`config.mk`:
```
export PLATFORM = sky130hd
export DESIGN_NAME = reg_ul_bank_mc
export DESIGN_NICKNAME = d
export VERILOG_FILES = /design/src/rtl/reg_ul_bank_mc.sv
export SDC_FILE = /design/constraint.sdc
export NUM_CORES = 2
export LEC_CHECK = 0
export CAP_MARGIN = 10
export CORE_UTILIZATION = 58
export CTS_CLUSTER_DIAMETER = 50
export DETAILED_ROUTE_END_ITERATION = 12
export DONT_BUFFER_PORTS = 1
export PLACE_DENSITY = 0.81
export SLEW_MARGIN = 25
export SYNTH_ARGS = -nofsm -noshare
export SYNTH_HDL_FRONTEND = slang
export SYNTH_SLANG_ARGS = --single-unit
```
`constraint.sdc`:
```
create_clock -name clks -period 23.1 [get_ports clks]
set_clock_uncertainty 0.15 [all_clocks]
set_input_delay 4.62 -clock clks [delete_from_list [all_inputs] [get_ports clks]]
set_output_delay 4.62 -clock clks [all_outputs]
set_load 0.05 [all_outputs]
```
`src/rtl/reg_ul_bank_mc.sv`:
```
// reg_ul_bank_mc: multi-channel user-logic register bank on the MPI register bus.
// Holds version/ID, vled, timeout config, scratch and read-counter test registers,
// plus NUM_CH adder channels with sticky W1C error flags and saturating counters.
// Optional build macro: REG_UL_WR_PROTECT_EN adds a key register at 0x00F that
// gates channel writes.
// Ports:
//   clks, reset        register clock, async active-high reset
//   cpu_wr, cpu_rd     one-cycle write / read strobes
//   cpu_wr_addr        word address shared by reads and writes
//   cpu_data_in        write data
//   cpu_data_out       registered read data, held until the next read
//   cpu_rd_vld         one-cycle read-data-valid pulse
//   ul2sh_vled         virtual LED register
//   reg_tmout_us_cfg   timeout config register
//   err_in             per-channel error pulses, channel c at [c*ERR_WIDTH +: ERR_WIDTH]
module reg_ul_bank_mc #(
    parameter int unsigned CPU_ADDR_WIDTH = 12,
    parameter int unsigned CPU_DATA_WIDTH = 32,
    parameter int unsigned NUM_CH         = 4,
    parameter int unsigned ERR_WIDTH      = 2,
    parameter int unsigned CNT_WIDTH      = 16,
    parameter logic [31:0] VER_TIME       = 32'h2018_0301,
    parameter logic [31:0] VER_TYPE       = 32'h00D3_0007
) (
    input  logic                          clks,
    input  logic                          reset,
    input  logic                          cpu_wr,
    input  logic [CPU_ADDR_WIDTH-1:0]     cpu_wr_addr,
    input  logic [CPU_DATA_WIDTH-1:0]     cpu_data_in,
    input  logic                          cpu_rd,
    output logic [CPU_DATA_WIDTH-1:0]     cpu_data_out,
    output logic                          cpu_rd_vld,
    output logic [15:0]                   ul2sh_vled,
    output logic [15:0]                   reg_tmout_us_cfg,
    input  logic [NUM_CH*ERR_WIDTH-1:0]   err_in
);

    localparam int unsigned AW = CPU_ADDR_WIDTH;
    localparam int unsigned DW = CPU_DATA_WIDTH;
    localparam int unsigned GW = AW - 2;

    localparam logic [AW-1:0] A_VER_TIME = AW'(32'h000);
    localparam logic [AW-1:0] A_VER_TYPE = AW'(32'h001);
    localparam logic [AW-1:0] A_VLED     = AW'(32'h002);
    localparam logic [AW-1:0] A_TMOUT    = AW'(32'h003);
    localparam logic [AW-1:0] A_SCRATCH  = AW'(32'h004);
    localparam logic [AW-1:0] A_RD_CNT   = AW'(32'h005);
    localparam logic [AW-1:0] A_NUM_CH   = AW'(32'h006);

    logic [DW-1:0]     scratch;
    logic [DW-1:0]     rd_cnt;
    logic              wr_unlock_c;
    logic [NUM_CH-1:0] ch_hit_c;
    logic [DW-1:0]     ch_rd_c [NUM_CH];
    logic [DW-1:0]     rd_data_c;

`ifdef REG_UL_WR_PROTECT_EN
    localparam logic [AW-1:0] A_KEY     = AW'(32'h00F);
    localparam logic [DW-1:0] UNLOCK_KEY = DW'(32'h5A5A_A5A5);
    logic [DW-1:0] key;
    assign wr_unlock_c = (key == UNLOCK_KEY);
`else
    assign wr_unlock_c = 1'b1;
`endif

    // Channel c occupies the 4-word group starting at 0x010 + 4*c
    always_comb begin
        ch_hit_c = '0;
        for (int c = 0; c < int'(NUM_CH); c++) begin
            ch_hit_c[c] = (cpu_wr_addr[AW-1:2] == GW'(c + 4));
        end
    end

    // Per-channel operands, pipelined sum and error status
    for (genvar c = 0; c < int'(NUM_CH); c++) begin : g_ch
        logic [DW-1:0]        op_a;
        logic [DW-1:0]        op_b;
        logic [DW-1:0]        sum_s1;
        logic [DW-1:0]        sum;
        logic [ERR_WIDTH-1:0] flags;
        logic [CNT_WIDTH-1:0] cnt;
        logic [ERR_WIDTH-1:0] err_c;
        logic                 ev_c;
        logic                 wr_c;
        logic                 wr_st_c;
        logic [ERR_WIDTH-1:0] clr_flags_c;
        logic                 clr_cnt_c;
        logic [DW-1:0]        rd_c;

        assign err_c       = err_in[c*ERR_WIDTH +: ERR_WIDTH];
        assign ev_c        = |err_c;
        assign wr_c        = cpu_wr & ch_hit_c[c] & wr_unlock_c;
        assign wr_st_c     = wr_c & (cpu_wr_addr[1:0] == 2'd3);
        assign clr_flags_c = wr_st_c ? cpu_data_in[ERR_WIDTH-1:0] : '0;
        assign clr_cnt_c   = wr_st_c & cpu_data_in[31];

        always_ff @(posedge clks or posedge reset) begin
            if (reset) begin
                op_a   <= '0;
                op_b   <= '0;
                sum_s1 <= '0;
                sum    <= '0;
                flags  <= '0;
                cnt    <= '0;
            end else begin
                if (wr_c && cpu_wr_addr[1:0] == 2'd0) op_a <= cpu_data_in;
                if (wr_c && cpu_wr_addr[1:0] == 2'd1) op_b <= cpu_data_in;
                sum_s1 <= op_a + op_b;
                sum    <= sum_s1;
                // New events win over a same-cycle W1C clear
                flags  <= (flags & ~clr_flags_c) | err_c;
                if (clr_cnt_c) begin
                    cnt <= ev_c ? CNT_WIDTH'(1) : '0;
                end else if (ev_c && cnt != '1) begin
                    cnt <= cnt + CNT_WIDTH'(1);
                end
            end
        end

        always_comb begin
            rd_c = '0;
            case (cpu_wr_addr[1:0])
                2'd0:    rd_c = op_a;
                2'd1:    rd_c = op_b;
                2'd2:    rd_c = sum;
                default: begin
                    rd_c[ERR_WIDTH-1:0] = flags;
                    rd_c[31:16]         = 16'(cnt);
                end
            endcase
        end

        assign ch_rd_c[c] = rd_c;
    end

    // Read mux; unmapped addresses return zero
    always_comb begin
        rd_data_c = '0;
        case (cpu_wr_addr)
            A_VER_TIME: rd_data_c = DW'(VER_TIME);
            A_VER_TYPE: rd_data_c = DW'(VER_TYPE);
            A_VLED:     rd_data_c = DW'(ul2sh_vled);
            A_TMOUT:    rd_data_c = DW'(reg_tmout_us_cfg);
            A_SCRATCH:  rd_data_c = ~scratch;
            A_RD_CNT:   rd_data_c = rd_cnt;
            A_NUM_CH:   rd_data_c = DW'(NUM_CH);
`ifdef REG_UL_WR_PROTECT_EN
            A_KEY:      rd_data_c = DW'(wr_unlock_c);
`endif
            default:    rd_data_c = '0;
        endcase
        for (int c = 0; c < int'(NUM_CH); c++) begin
            if (ch_hit_c[c]) rd_data_c = ch_rd_c[c];
        end
    end

    // Global registers and registered read port
    always_ff @(posedge clks or posedge reset) begin
        if (reset) begin
            cpu_data_out     <= '0;
            cpu_rd_vld       <= 1'b0;
            ul2sh_vled       <= '0;
            reg_tmout_us_cfg <= 16'hFFFF;
            scratch          <= '0;
            rd_cnt           <= '0;
`ifdef REG_UL_WR_PROTECT_EN
            key              <= '0;
`endif
        end else begin
            cpu_rd_vld <= cpu_rd;
            if (cpu_rd) begin
                cpu_data_out <= rd_data_c;
                rd_cnt       <= rd_cnt + DW'(1);
            end
            if (cpu_wr) begin
                case (cpu_wr_addr)
                    A_VLED:    ul2sh_vled       <= cpu_data_in[15:0];
                    A_TMOUT:   reg_tmout_us_cfg <= cpu_data_in[15:0];
                    A_SCRATCH: scratch          <= cpu_data_in;
`ifdef REG_UL_WR_PROTECT_EN
                    A_KEY:     key              <= cpu_data_in;
`endif
                    default: ;
                endcase
            end
        end
    end

endmodule

```
==> results.sh <==
export IMPL_clock_sinks=713
export IMPL_drive_gt1_share_pct=19.8
export IMPL_comb_power_share_pct=4.9
export IMPL_dieArea_mm2=0.0604
export IMPL_final_cell_mix="697 x dfrtp_1, 324 x mux2_2, 217 x nor2_1"
export IMPL_grt_ovfl_total=0
export IMPL_area_growth_pct=9.83
export IMPL_drv_cap=0
export IMPL_cts_tree="yes"
export IMPL_synth_cells=2893
export IMPL_dp_hpwl_mm=63.9
export IMPL_worstSkewPairLatency_ns=0.62
export IMPL_finalHoldViolCount=0
export IMPL_crit_type="in -> reg"
export IMPL_die_w_um=246
export IMPL_post_cts_buffers=0
export IMPL_placed_area_mm2=0.0352
export IMPL_setup_tns_ns=0
export IMPL_seqPwrFrac_pct=49.2
export IMPL_min_period_over_period_pct=32.3
export IMPL_antenna_cells=0
export IMPL_io_buffer_count=0
export IMPL_syn_nets=3082
export IMPL_viasPerCell=6.54
export IMPL_cts_max_path_buffers=3
export IMPL_layout_cells_non_filler=3687
export IMPL_dp_cells=3551
export IMPL_grt_pass1_vias=24400
export IMPL_num_rows=88
export IMPL_drv_slew=0
export IMPL_crit_arrival_ns=7.80
export IMPL_power_frac_clock_pct=45.9
export IMPL_synthFlopType="dfrtp_1"
export IMPL_root_buffer="clkbuf_16"
export IMPL_numCtsBuffers=77
export IMPL_p_int_mw=2.10
export IMPL_ant_nets=0
export IMPL_synth_seq_cells=713
export IMPL_cp_start_kind="primary input"
export IMPL_h_tree_depth=3
export IMPL_drt_first_pass_iters=6
export IMPL_tightest_slew_ns=1.02
export IMPL_cp_required_ns=23.44
export IMPL_cp_max_fo=16
export IMPL_wl_per_cell_um=25.4
export IMPL_grtUsageTotal_pct=31.8
export IMPL_place_congestion=0.922
export IMPL_fillers=4235
export IMPL_netlist_area_mm2=0.0344
export IMPL_mostFrequentLayoutCell="dfrtp_1"
export IMPL_drt_iter0_markers=2424
export IMPL_rsz0062_at_grt="no"
export IMPL_hold_ws_ns=0.184
export IMPL_p_switching_mw=0.656
export IMPL_setup_viol=0
export IMPL_worstHoldPathType="reg -> reg"
export IMPL_drc_errors=0
export IMPL_wirelength_mm=93.6
export IMPL_cts_resized=0
export IMPL_p_leak_nw=18.5
export IMPL_synth_edff_count=0
export IMPL_ctsHoldBuffers=0
export IMPL_io_pins=121
export IMPL_synth_cell_types=70
export IMPL_ys_warn_count=0
export IMPL_p_sw_share_pct=23.8
export IMPL_fin_area_mm2=0.0378
export IMPL_antenna_found_initial=2
export IMPL_status="finished clean"
export IMPL_path_clk_slew_ns=0.06
export IMPL_clock_fmax_ghz=0.134
export IMPL_syn_avg_cell_area_um2=11.9
export IMPL_power_density_mw_per_mm2=72.9
export IMPL_vias=24100
export IMPL_grt_pass1_wl_mm=145
export IMPL_start_util_pct=59.3
export IMPL_synthArstFlopShare_pct=100
export IMPL_ys_seq_area_share_pct=51.9
export IMPL_layout_nets=3056
export IMPL_relSlewSlack_pct=32.0
export IMPL_grt_start_max_net_pins=179
export IMPL_core_area_mm2=0.0581
export IMPL_period_needed_ns=7.46
export IMPL_die_h_um=246
export IMPL_crit_path_end_kind="flop"
export IMPL_ir_drop_mv=0.0581
## cells by family after synthesis
logic type | after synthesis | synth area share [%]
DFF | 713 | 51.9
and+or+nand+nor | 643 | 8.61
AOI/OAI and AO/OA | 584 | 10.6
muxes | 463 | 17.3
xor gates and xnor gates | 188 | 4.78
buffers and inverters | 169 | 1.95
adders and majority gates | 133 | 4.92
## per-stage QoR
stage               total power [mW]  setup WS [ns]  util [%]
finish                          2.76          15.64      65.1
global route                    2.84          15.32      65.1
CTS                             2.77          15.79      64.9
detailed placement              1.51          15.12      60.5
global placement                1.50          15.24      60.4
floorplan                       1.48           8.58         -
## cells in the mapped netlist (6+ instances only)
| library cell | number | area share, % |
|---|---|---|
| buf_1 | 19 | 0.21 |
| a21boi_0 | 11 | 0.24 |
| mux2i_1 | 65 | 1.9 |
| and4_1 | 8 | 0.20 |
| o211ai_1 | 15 | 0.33 |
| xor2_1 | 85 | 2.2 |
| ha_1 | 129 | 4.7 |
| nand2b_1 | 34 | 0.62 |
| nor3_1 | 35 | 0.51 |
| clkbuf_1 | 88 | 0.96 |
| nor2_1 | 223 | 2.4 |
| nand3_1 | 66 | 0.96 |
| and2_1 | 16 | 0.29 |
| a31oi_1 | 24 | 0.44 |
| inv_1 | 35 | 0.38 |
| a21oi_1 | 180 | 2.6 |
| dfstp_2 | 16 | 1.2 |
| a211oi_1 | 19 | 0.41 |
| a221oi_1 | 27 | 0.69 |
| dfrtp_1 | 697 | 51 |
| o21a_1 | 10 | 0.22 |
| a22oi_1 | 10 | 0.22 |
| a222oi_1 | 9 | 0.26 |
| mux4_2 | 72 | 4.7 |
| a41oi_1 | 8 | 0.20 |
| o31ai_1 | 8 | 0.17 |
| buf_2 | 25 | 0.36 |
| nor2b_1 | 9 | 0.16 |
| and3_1 | 21 | 0.38 |
| o21bai_1 | 17 | 0.37 |
| mux2_2 | 324 | 11 |
| o2111ai_1 | 6 | 0.15 |
| o21ai_0 | 141 | 2.0 |
| nand2_1 | 169 | 1.8 |
| or3_1 | 14 | 0.25 |
| a21o_1 | 45 | 0.98 |
| nand4_1 | 31 | 0.56 |
| xnor2_1 | 103 | 2.6 |
| o22ai_1 | 17 | 0.31 |
## registers in the layout, summed over array words and instances, names as in the netlist
register          cells
scratch              32
g_ch.op_b           128
g_ch.sum_s1         128
g_ch.sum            128
cpu_rd_vld            1
cpu_data_out         32
g_ch.cnt             64
reg_tmout_us_cfg     16
rd_cnt               32
ul2sh_vled           16
g_ch.flags            8
g_ch.op_a           128
## metal layers
| layer | global-route usage [%] | part of all wire (%) | vias up |
|---|---|---|---|
| met5 | 0 | 0.016 | - |
| met4 | 18.0 | 6.0 | 2 |
| met3 | 7.63 | 8.5 | 270 |
| met2 | 48.2 | 45 | 1083 |
| met1 | 42.0 | 40 | 12300 |
| li1 | - | - | 10500 |
## power by group through the flow
stage / Combinational [mW] / Clock (mW) / Sequential (mW)
after global placement: 0.124 / 0 / 1.37
after detailed placement: 0.132 / 0 / 1.38
after CTS: 0.135 / 1.28 / 1.35
after floorplan: 0.117 / 0 / 1.36
after global routing: 0.150 / 1.33 / 1.36
final: 0.135 / 1.27 / 1.36
## final cells by class
type	instances	area (um2)	area share, %
sequential	713	17900	47.2
tap	765	957	2.53
timing repair buffer	29	318	0.840
inverter	35	135	0.357
multi-input combinational	2011	16000	42.2
clock buffer	111	2290	6.05
clock inverter	23	297	0.784
## worst paths after layout
kind | depth (start not counted) | endpoint | slack [ns] | start
hold reg to reg | 0 | g_ch[2].sum[7] | 0.18 | g_ch[2].sum_s1[7]
max in group asynchronous | 5 | g_ch[1].sum[25] | 15.85 | reset
setup / recovery | 6 | ul2sh_vled[1] | 15.64 | cpu_wr_addr[9]
hold / removal | 0 | g_ch[2].sum[7] | 0.18 | g_ch[2].sum_s1[7]
min in group asynchronous | 1 | g_ch[0].op_a[6] | 3.90 | reset
setup reg to reg | 11 | g_ch[0].sum_s1[28] | 18.98 | g_ch[0].op_a[0]
## critical path, cell delays in order
cell and delay, ns:
nor4_4 0.52, nand2b_1 0.26, nor3_1 0.56, and2_1 0.71, nand2_1 0.65, mux2_2 0.47
(Power assumes the default switching activity.)
==> patch 1 (same settings) <==
Register the output `ul2sh_vled` once more, without a reset; this adds one clock of latency there. The other outputs are not delayed to match.
--- a/src/rtl/reg_ul_bank_mc.sv
+++ b/src/rtl/reg_ul_bank_mc.sv
@@ -46,6 +46,8 @@
     localparam logic [AW-1:0] A_SCRATCH  = AW'(32'h004);
     localparam logic [AW-1:0] A_RD_CNT   = AW'(32'h005);
     localparam logic [AW-1:0] A_NUM_CH   = AW'(32'h006);
+
+    logic [15:0] ul2sh_vled_s0;
 
     logic [DW-1:0]     scratch;
     logic [DW-1:0]     rd_cnt;
@@ -139,7 +141,7 @@
         case (cpu_wr_addr)
             A_VER_TIME: rd_data_c = DW'(VER_TIME);
             A_VER_TYPE: rd_data_c = DW'(VER_TYPE);
-            A_VLED:     rd_data_c = DW'(ul2sh_vled);
+            A_VLED:     rd_data_c = DW'(ul2sh_vled_s0);
             A_TMOUT:    rd_data_c = DW'(reg_tmout_us_cfg);
             A_SCRATCH:  rd_data_c = ~scratch;
             A_RD_CNT:   rd_data_c = rd_cnt;
@@ -159,7 +161,7 @@
         if (reset) begin
             cpu_data_out     <= '0;
             cpu_rd_vld       <= 1'b0;
-            ul2sh_vled       <= '0;
+            ul2sh_vled_s0    <= '0;
             reg_tmout_us_cfg <= 16'hFFFF;
             scratch          <= '0;
             rd_cnt           <= '0;
@@ -174,7 +176,7 @@
             end
             if (cpu_wr) begin
                 case (cpu_wr_addr)
-                    A_VLED:    ul2sh_vled       <= cpu_data_in[15:0];
+                    A_VLED:    ul2sh_vled_s0    <= cpu_data_in[15:0];
                     A_TMOUT:   reg_tmout_us_cfg <= cpu_data_in[15:0];
                     A_SCRATCH: scratch          <= cpu_data_in;
 `ifdef REG_UL_WR_PROTECT_EN
@@ -186,5 +188,9 @@
         end
     end
 
+    always_ff @(posedge clks) begin
+        ul2sh_vled <= ul2sh_vled_s0;
+    end
+
 endmodule
 
Function: changed (Yosys sat finds a counterexample within 4 cycles, from zero or initial values and one cycle with reset high).
==> patch 1 against the original RTL <==
- global-route usage fell by 1.3 points
- count of clock-buffer cells in the layout decreased by 2
- setup slack improved by 190 ps
- cell area increased by 1.6%
- wire length down 2.0%
- sequential cell count up 16
- total power down 0.45%
- synthesized area rose by 2.1%
==> patch 1: results <==
metrics = {
    "run_status": {
        "run_status": "completed",
    },
    "power": {
        "leakage_nw": 18.8,
        "max-vdd-ir-drop_v": 0.0000476,
        "swShare_pct": 23.5,
    },
    "cts": {
        "clkSlewWorstSetupHoldPaths_ps": 60,
        "cts_resized": 0,
        "postCtsSetupBuffers": 0,
        "cts-buffers-inserted": 76,
        "clk-insertion-delay-late_ps": 620,
        "max-clock-path-buffers": 3,
        "clockRootBuffer": "clkbuf_16",
    },
    "synthesis": {
        "async_flop_share_pct": 97.8,
        "netlist_top_cells_count": "dfrtp_1 (697), mux2_2 (266), nor2_1 (202)",
        "ys_seq_area_share_pct": 51.7,
        "synth_area_leaders": "dfrtp_1 (50%), mux2_2 (8.5%), mux4_2 (4.6%), ha_1 (4.6%), xnor2_1 (2.7%)",
        "synth.distinct_cells": 90,
        "syn_area_per_cell_um2": 12.1,
        "synth_ff_type": "dfrtp_1",
    },
    "detailed_routing": {
        "routed_wl_um": 91700,
        "first_iter_violations": 2346,
        "drt_pass1_iterations": 6,
        "vias_per_cell": 6.58,
    },
    "setup_path": {
        "startpoint": "cpu_wr_addr[9]",
        "max_stage_delay_ps": 850,
        "crit_family": "simple AND/OR/NAND/NOR gates",
        "slowest_stage": "or3_1",
        "r2r-start": "g_ch[0].op_b[0]",
        "crit_arrival_ps": 7620,
        "r2r_setup_slack_ps": 19460,
        "crit_fanout": 36,
        "timing.rr.end": "g_ch[0].sum_s1[30]",
        "r2r_cells": 11,
    },
    "grt": {
        "grt_max_degree": 187,
        "antenna_found_initial": 3,
        "grt_usage_pct": 30.5,
        "grt_pass1_wl_um": 144000,
        "grt_pass1_vias": 25000,
    },
    "layout": {
        "drive_gt1_share_pct": 18.6,
        "fin_nets": 3055,
        "fin_cells": 3697,
        "diodes": 0,
        "n_fill_cell": 4277,
    },
    "placement": {
        "hpwlAfterDp_um": 62000,
        "gp_congestion": 0.902,
        "dp_cells": 3560,
        "placed_cell_area_um2": 35900,
        "io_buffers": 0,
    },
    "hold_path": {
        "whs_endpoint": "g_ch[3].sum[18]",
        "hold_path_depth": 0,
        "worst_hold_startpoint": "g_ch[3].sum_s1[18]",
    },
    "sta": {
        "maxSlewHeadroom_pct": 32.5,
    },
}
[patch 1: changes by cell type after synthesis, sizes merged, moves of 17 or more]
cell / change
nand3: -17
nor2: -19
and3: +20
clkbuf: -20
a31oi: +18
a21oi: -25
buf: +28
nand2b: -21
[patch 1: worst max-delay path by stage]
stage,to,slack (ps),depth (start not counted)
final,g_ch[2].op_b[27],15820,6
after global routing,g_ch[2].op_b[24],15670,6
after CTS,g_ch[2].op_b[27],15930,6
after detailed placement,g_ch[2].op_b[27],15280,6
after global placement,g_ch[2].op_b[28],15380,6
after floorplan,cpu_data_out[0],8580,1
[patch 1: through the flow]
step           util (%)  setup WS [ps]  hold WS (ps)
6_report           64.6          15820           189
2_1_floorplan         -           8580           181
3_5_place_dp       60.3          15280           185
4_1_cts            64.6          15930           187
3_3_place_gp       60.1          15380           182
5_1_grt            64.6          15670           198
[patch 1: cells by family (layout without fill, tap and decap cells)]
| logic type | after synthesis | in the layout | share of synthesized area [%] |
|---|---|---|---|
| mux | 467 | 467 | 17.0 |
| simple gates | 601 | 601 | 8.12 |
| flops | 729 | 729 | 51.7 |
| compound gates | 599 | 599 | 11.4 |
| buf+inv | 188 | 209 | 2.34 |
| fa+ha+maj | 133 | 133 | 4.82 |
| xor+xnor | 186 | 186 | 4.63 |
[patch 1: layout make-up]
| class | instances | area [um2] | area share (%) |
|---|---|---|---|
| Clock buffer | 109 | 2240 | 5.83 |
| Clock inverter | 27 | 287 | 0.745 |
| Inverter | 46 | 176 | 0.459 |
| Multi-Input combinational cell | 1986 | 16200 | 42.2 |
| Sequential cell | 729 | 18200 | 47.3 |
| Tap cell | 773 | 967 | 2.52 |
| Timing Repair Buffer | 27 | 358 | 0.931 |
[patch 1: worst reg2reg max path: stages, from the launching register on]
cell and delay (ps):
dfrtp_1 400, ha_1 280, fa_1 490, a211oi_1 430, o21bai_1 180, a21oi_2 250
o31ai_2 150, a221oi_4 350, o21a_1 290, o211ai_1 200, a31oi_1 260, xnor2_1 140
[patch 1: power by group through the flow]
stage	logic, mW	registers (mW)	clock network [mW]
5_1_grt	0.143	1.38	1.30
2_1_floorplan	0.115	1.38	0
3_5_place_dp	0.126	1.40	0
6_report	0.127	1.38	1.24
3_3_place_gp	0.120	1.40	0
4_1_cts	0.127	1.38	1.25
[patch 1: routing by layer]
| metal | GRT usage [%] | vias to the layer above | wire length, um |
|---|---|---|---|
| li1 | - | 10500 | - |
| met1 | 40.3 | 12400 | 37100 |
| met2 | 47.9 | 1073 | 42500 |
| met3 | 7.10 | 255 | 7700 |
| met4 | 14.0 | 6 | 4430 |
| met5 | 0 | - | 48 |
==> patch 2 (config.mk and constraints unchanged) <==
Without the edit above. The parameter `CPU_ADDR_WIDTH` goes from 12 to 14.
--- a/src/rtl/reg_ul_bank_mc.sv
+++ b/src/rtl/reg_ul_bank_mc.sv
@@ -14,7 +14,7 @@
 //   reg_tmout_us_cfg   timeout config register
 //   err_in             per-channel error pulses, channel c at [c*ERR_WIDTH +: ERR_WIDTH]
 module reg_ul_bank_mc #(
-    parameter int unsigned CPU_ADDR_WIDTH = 12,
+    parameter int unsigned CPU_ADDR_WIDTH = 14,
     parameter int unsigned CPU_DATA_WIDTH = 32,
     parameter int unsigned NUM_CH         = 4,
     parameter int unsigned ERR_WIDTH      = 2,
Interface: changed (resized cpu_wr_addr); port bits go from 121 to 123. The function was not compared with the original's and may differ.
==> patch 2 against the original RTL <==
- setup slack worse by 280 ps
- sequential cell count unchanged
- register-to-register slack better by 190 ps
- synthesized area up 0.69%
- critical path depth up 1
- total power down 2.1%
- worst hold slack better by 5.0 ps
- wire length down 1.1%
- cell area up 0.36%
- maximum frequency down 3.6%
- largest power group unchanged
==> patch 2: results <==
metrics = {
    "synthesis": {
        "netlist_top_cells_count": "dfrtp_1 (697), mux2_2 (272), nor2_1 (223)",
        "synth_nets": 3101,
        "synth.distinct_cells": 73,
        "ys_seq_area_share_pct": 51.5,
        "synth_area_leaders": "dfrtp_1 (50%), mux2_2 (8.8%), mux4_2 (4.7%), ha_1 (4.7%), a21oi_1 (2.7%)",
    },
    "cts": {
        "cts-buffers-inserted": 76,
        "clkSlewWorstSetupHoldPaths_ps": 70,
        "clk-insertion-delay-late_ps": 620,
        "max-clock-path-buffers": 3,
        "postCtsSetupBuffers": 0,
    },
    "power": {
        "leakage_nw": 18.7,
        "max-vdd-ir-drop_v": 0.0000559,
        "p_int_mw": 2.06,
    },
    "setup_path": {
        "crit_arrival_ps": 8090,
        "max_stage_delay_ps": 940,
        "slowest_stage": "nor3b_2",
        "crit_fanout": 16,
    },
    "grt": {
        "grt_max_degree": 209,
        "antenna_found_initial": 0,
        "grt_pass1_vias": 24500,
        "grt_usage_pct": 31.2,
        "grt_pass1_wl_um": 144000,
    },
    "placement": {
        "hpwlAfterDp_um": 63900,
        "gp_congestion": 0.934,
    },
    "detailed_routing": {
        "first_iter_violations": 2515,
        "wire_per_inst_um": 25.0,
        "vias": 24400,
    },
    "layout": {
        "n_fill_cell": 4269,
        "drive_gt1_share_pct": 18.4,
    },
    "run_status": {
        "run_status": "completed",
    },
    "sta": {
        "maxSlewHeadroom_pct": 31.7,
    },
}
patch 2: cell types whose count changed after synthesis, moves of 17 or more:
cell / delta
nand3_1: -17
a21o_1: +18
mux2_1: +49
clkbuf_1: -27
o21ai_1: +18
buf_2: +37
mux2_2: -52
patch 2: worst reg2reg max path: stages (launching register included):
cell and delay, ps:
dfrtp_1 400, ha_1 250, fa_1 430, a21oi_1 410
nor2_1 100, nor3b_1 490, o211ai_1 300, a41oi_1 450
o21ai_1 260, a41o_1 310, a21oi_1 180, xnor2_1 140
patch 2: worst paths after layout:
kind                              startpoint  cells past startpoint  slack, ps            endpoint
max                           cpu_wr_addr[9]                      7      15360      ul2sh_vled[12]
min                        g_ch[2].sum_s1[0]                      0        190      g_ch[2].sum[0]
max reg2reg                  g_ch[3].op_a[0]                     11      19170  g_ch[3].sum_s1[30]
min reg2reg                g_ch[2].sum_s1[0]                      0        190      g_ch[2].sum[0]
max in group asynchronous              reset                      4      16050    g_ch[2].op_a[24]
min in group asynchronous              reset                      1       3880    g_ch[3].op_b[11]
patch 2: cell type report:
cell class	instances	area, um2	area share, %
clock buffer	104	2180	5.74
tap	773	967	2.55
clock inverter	30	320	0.844
inverter	39	150	0.395
sequential	713	17900	47.0
timing repair buffer	20	322	0.847
multi-input combinational	2026	16200	42.6
patch 2: per-stage QoR:
| stage | std cells | utilization [%] | power [mW] | area (um2) | setup WS, ps |
|---|---|---|---|---|---|
| global route | 3705 | 64.3 | 2.78 | 38000 | 15250 |
| floorplan | 2910 | - | 1.47 | 34700 | 8580 |
| finish | 3705 | 64.3 | 2.70 | 38000 | 15360 |
| CTS | 3704 | 64.2 | 2.71 | 37900 | 15180 |
| detailed placement | 3570 | 60.0 | 1.49 | 35400 | 14530 |
| global placement | 3562 | 59.7 | 1.48 | 35200 | 14630 |
patch 2: power groups by stage:
stage / logic (mW) / clock network (mW) / registers [mW]
finish: 0.127 / 1.23 / 1.35
global route: 0.142 / 1.29 / 1.35
CTS: 0.128 / 1.24 / 1.34
detailed placement: 0.126 / 0 / 1.37
global placement: 0.120 / 0 / 1.36
floorplan: 0.113 / 0 / 1.35
patch 2: cells by family after synthesis:
group                      share of synthesized area [%]
AOI/OAI and AO/OA                                   11.1
xor gates and xnor gates                            4.70
adders and majority gates                           4.88
buffers and inverters                               2.14
DFF                                                 51.5
muxes                                               17.4
and+or+nand+nor                                     8.23
patch 2: metal layers:
| layer | global-route usage [%] | part of all wire, % |
|---|---|---|
| met4 | 15.5 | 5.3 |
| met1 | 41.3 | 40 |
| met3 | 7.60 | 8.9 |
| met5 | 0 | 0 |
| met2 | 47.9 | 46 |
